==> config.mk <==
export PLATFORM = sky130hd
export DESIGN_NAME = seq_detector_param
export DESIGN_NICKNAME = d
export VERILOG_FILES = /design/src/rtl/seq_detector_param.sv
export SDC_FILE = /design/constraint.sdc
export NUM_CORES = 1
export LEC_CHECK = 0
export CORE_MARGIN = 3
export CORE_UTILIZATION = 45
export CTS_CLUSTER_SIZE = 30
export DETAILED_ROUTE_END_ITERATION = 8
export PLACE_DENSITY = 0.72
export SETUP_SLACK_MARGIN = 0.02
export SLEW_MARGIN = 10
export SYNTH_ARGS = -nofsm -noshare
export SYNTH_HDL_FRONTEND = slang
export SYNTH_SLANG_ARGS = --single-unit
export TNS_END_PERCENT = 50
==> constraint.sdc <==
create_clock -name clk -period 2.3 [get_ports clk]
set_input_delay 0.46 -clock clk [delete_from_list [all_inputs] [get_ports clk]]
set_output_delay 0.46 -clock clk [all_outputs]
set_load 0.01 [all_outputs]
==> src/rtl/seq_detector_param.sv <==
// Serial detector for a reloadable N-bit pattern, with Mealy and Moore flags.
// Ports: clk, reset, x, en, overlap, load, pat_in -> mealy_y, moore_y, match_count
module seq_detector_param #(
  parameter int N = 4,
  parameter logic [N-1:0] PATTERN = 4'b1101,
  parameter int CNT_W = 8
) (
  input  logic             clk,
  input  logic             reset,
  input  logic             x,
  input  logic             en,
  input  logic             overlap,
  input  logic             load,
  input  logic [N-1:0]     pat_in,
  output logic             mealy_y,
  output logic             moore_y,
  output logic [CNT_W-1:0] match_count
);

  localparam int FW = $clog2(N);
  localparam logic [FW-1:0] FULL = FW'(N-1);

  logic [N-1:0]     pat, pat_n;
  logic [N-2:0]     hist, hist_n;
  logic [FW-1:0]    fill, fill_n;
  logic [CNT_W-1:0] cnt_n;
  logic             moore_n;
  logic [N-1:0]     cat;

  // candidate window: stored history plus the bit on the wire
  assign cat = {hist, x};

  always_comb begin
    mealy_y = !reset && en && !load
              && (fill == FULL) && (cat == pat);
    pat_n   = pat;
    hist_n  = hist;
    fill_n  = fill;
    cnt_n   = match_count;
    moore_n = 1'b0;
    if (load) begin
      pat_n  = pat_in;
      hist_n = '0;
      fill_n = '0;
      cnt_n  = '0;
    end else if (en) begin
      if (mealy_y) begin
        moore_n = 1'b1;
        if (!(&match_count))
          cnt_n = match_count + 1'b1;
      end
      // without overlap a match consumes its bits
      if (mealy_y && !overlap) begin
        hist_n = '0;
        fill_n = '0;
      end else begin
        hist_n = cat[N-2:0];
        if (fill != FULL)
          fill_n = fill + 1'b1;
      end
    end
  end

  always_ff @(posedge clk or posedge reset) begin
    if (reset) begin
      pat         <= PATTERN;
      hist        <= '0;
      fill        <= '0;
      moore_y     <= 1'b0;
      match_count <= '0;
    end else begin
      pat         <= pat_n;
      hist        <= hist_n;
      fill        <= fill_n;
      moore_y     <= moore_n;
      match_count <= cnt_n;
    end
  end

endmodule

==> impl_metrics.toml <==
[power_and_ir_drop]
power_frac_comb_pct = 13.0
p_int_mw = 0.472
p_seq_share_pct = 54.6
cellLeakagePower_nw = 0.510
switchingPower_mw = 0.152
cellPowerDensity_nw_per_um2 = 505
ir_worst_vdd_v = 0.000479
p_clk_share_pct = 32.4
sw_frac_of_total_pct = 24.3

[synth]
synth-seq-cells = 18
syn_avg_cell_area_um2 = 10.9
synthDistinctLibCells = 34
yosysWarnings = 0
synthesis.area_um2 = 948
synth_nets = 99
ys_seq_area_share_pct = 47.9
synthCells = 87

[global_route]
grt_pass1_wl_um = 3380
gr-total-overflow = 0
grt_max_degree = 22
grt.total_usage_pct = 17.5
antenna_found_initial = 0
grt_pass1_vias = 751

[floorplan]
coreArea_um2 = 1860
die-height_um = 51.9
fp.dieW_um = 51.9
die-area_um2 = 2690
num_rows = 15
pin_count = 20
start_util_pct = 51.0

[flow_run]
maxCapViolations = 0

[routing]
routedWlPerCell_um = 14.0
via_count = 726
wirelength_um = 1940
first_pass_iters = 4
ant_nets = 0
drtIter0Drc = 10
drc_errors = 0
viasPerCell = 5.26

[clock_network]
clk_pin_slew_ns = 0.10
cts_root_buf = "clkbuf_4"
htreeDepth = 1
cts_max_path_buffers = 2
cts_made_buffers = 3
hold_buffers = 0
cts_tree = "yes"
clock_latency_ns = 0.31
clock-sinks = 18

[timing]
slew-limit-headroom_pct = 54.0
final.setup.worst_slack_ns = 0.132
hold_violations = 0
post-route-period-util_pct = 94.3
min_period_ns = 2.17
rsz0062_at_grt = "no"
fmax_mhz = 461
finClkSkew_ns = 0.0139
setup-tns-final_ns = 0
finalSetupViolCount = 0
worst_pin_slew_ns = 0.689
slew_violations = 0

[placement]
placed_area_um2 = 1200
dpl.cell_count = 134
gp_routability_congestion = 0.757
dp_slack_ns = -0.158
dp_hpwl_um = 1430
port_buffers = 19

[cells_and_area]
antenna_cells = 0
drive_above_1_share_pct = 22.1
final_nets = 126
fillCellCount = 150
syn_to_final_growth_pct = 30.2
finalNonFillerCells = 138
final_cell_area_um2 = 1230

[outcome]
status = "completed"

[critical_path]
start_kind = "input pin"
path_max_fanout = 3
path_class = "in2out"
cp-end-kind = "primary output"
arrival_ns = 1.71
crit_required_ns = 1.84

[min_path]
hold_class = "reg2reg"
## critical path, stage by stage
cell             delay, ns
clkdlybuf4s50_1       0.50
and4bb_1              0.25
nand4_4               0.10
nor2b_1               0.12
dlygate4sd2_1         0.27
## flip-flops by register name, indices dropped and copies added (netlist names)
signal and flops:
moore_y 1, match_count 8, hist 3, pat 4, fill 2
## final cells by class
class | instances | area (µm²) | area share [%]
multi-input cells | 63 | 472 | 38.2
flip-flops and latches | 18 | 454 | 36.8
repair buffers | 24 | 226 | 18.3
clock buffers | 4 | 36.3 | 2.94
well taps | 25 | 31.3 | 2.53
inverters | 4 | 15.0 | 1.22
## cells by family after synthesis
logic type	share of synthesized area, %
AND/OR/NAND/NOR	24.8
flip-flops	47.9
AO/OA/AOI/OAI	8.05
XOR/XNOR	7.39
buffers and inverters	2.37
multiplexers	6.86
adder cells (fa/ha/maj)	2.64
## power groups by stage
| stage | Clock (mW) | Combinational (mW) | Sequential, mW |
|---|---|---|---|
| after detailed placement | 0 | 0.0813 | 0.347 |
| after floorplan | 0 | 0.0510 | 0.345 |
| after global routing | 0.218 | 0.0886 | 0.343 |
| after global placement | 0 | 0.0789 | 0.346 |
| final | 0.202 | 0.0808 | 0.341 |
| after CTS | 0.208 | 0.0819 | 0.341 |
## synth_stat cells (all sizes together)
cell type / instances / area share, %
dfrtp: 15 / 40
nor3: 2 / 1.6
o21ai: 3 / 2.0
a31o: 1 / 0.92
nor2b: 2 / 1.3
dfstp: 3 / 8.3
xnor2: 8 / 7.4
o21a: 1 / 0.92
nor4: 1 / 1.3
nor3b: 1 / 1.3
o31ai: 1 / 0.79
mux2i: 2 / 2.1
nor2: 7 / 3.0
clkbuf: 2 / 0.79
and4bb: 1 / 1.3
ha: 2 / 2.6
and3: 1 / 0.66
mux2: 4 / 4.7
nand3: 2 / 1.1
a21oi: 2 / 1.1
nand2: 5 / 2.0
nand4: 3 / 3.6
nand3b: 2 / 1.6
or4: 1 / 0.79
or2: 1 / 0.66
o22ai: 2 / 1.3
inv: 4 / 1.6
a311o: 1 / 1.1
nand2b: 7 / 4.6
## routing by layer
metal,track usage [%],vias up,part of all wire (%)
met5,0,-,0
met4,8.30,0,2.1
met3,5.44,4,4.2
met2,28.0,17,48
met1,21.0,350,46
li1,-,355,-
## cell usage in the layout, fill, tap and decap left out, types with 2 or more instances in the layout
cell type / n
clkdlybuf4s50_1: 18
dfrtp_1: 15
xnor2_1: 8
nand2b_1: 7
nor2_1: 6
nand2_1: 5
buf_4: 5
inv_1: 4
mux2_2: 4
clkbuf_4: 3
dfstp_2: 3
nand3_1: 2
nand4_1: 2
a21oi_1: 2
mux2i_1: 2
nand3b_1: 2
o22ai_1: 2
nor2b_1: 2
ha_1: 2
## metrics by stage
step / power, mW / utilization (%) / hold WS (ns)
after floorplan: 0.396 / - / 0.396
after global placement: 0.425 / 64.6 / 0.515
after detailed placement: 0.428 / 64.6 / 0.526
after CTS: 0.631 / 66.5 / 0.543
after global routing: 0.649 / 66.5 / 0.579
final: 0.623 / 66.5 / 0.545
## timing repair
item,4_1_cts,5_1_grt
buffers inserted,0,0
endpoints found under the hold margin,0,0
resized for setup,1,0
setup endpoints to repair,1,0
## path summary, 6_finish.rpt
| check | cells past startpoint | to | startpoint | slack (ns) |
|---|---|---|---|---|
| min reg2reg | 1 | match_count[2]$_DFFE_PP0P_ | match_count[2]$_DFFE_PP0P_ | 0.55 |
| max reg2reg | 7 | match_count[5]$_DFFE_PP0P_ | fill[0]$_DFFE_PP0P_ | 0.53 |
| max in group asynchronous | 2 | match_count[1]$_DFFE_PP0P_ | reset | 1.29 |
| min | 1 | match_count[2]$_DFFE_PP0P_ | match_count[2]$_DFFE_PP0P_ | 0.55 |
| min in group asynchronous | 2 | hist[2]$_DFFE_PP0P_ | reset | 0.56 |
| max | 5 | mealy_y | en | 0.13 |
Note: power is estimated with default switching activity, not from simulation.
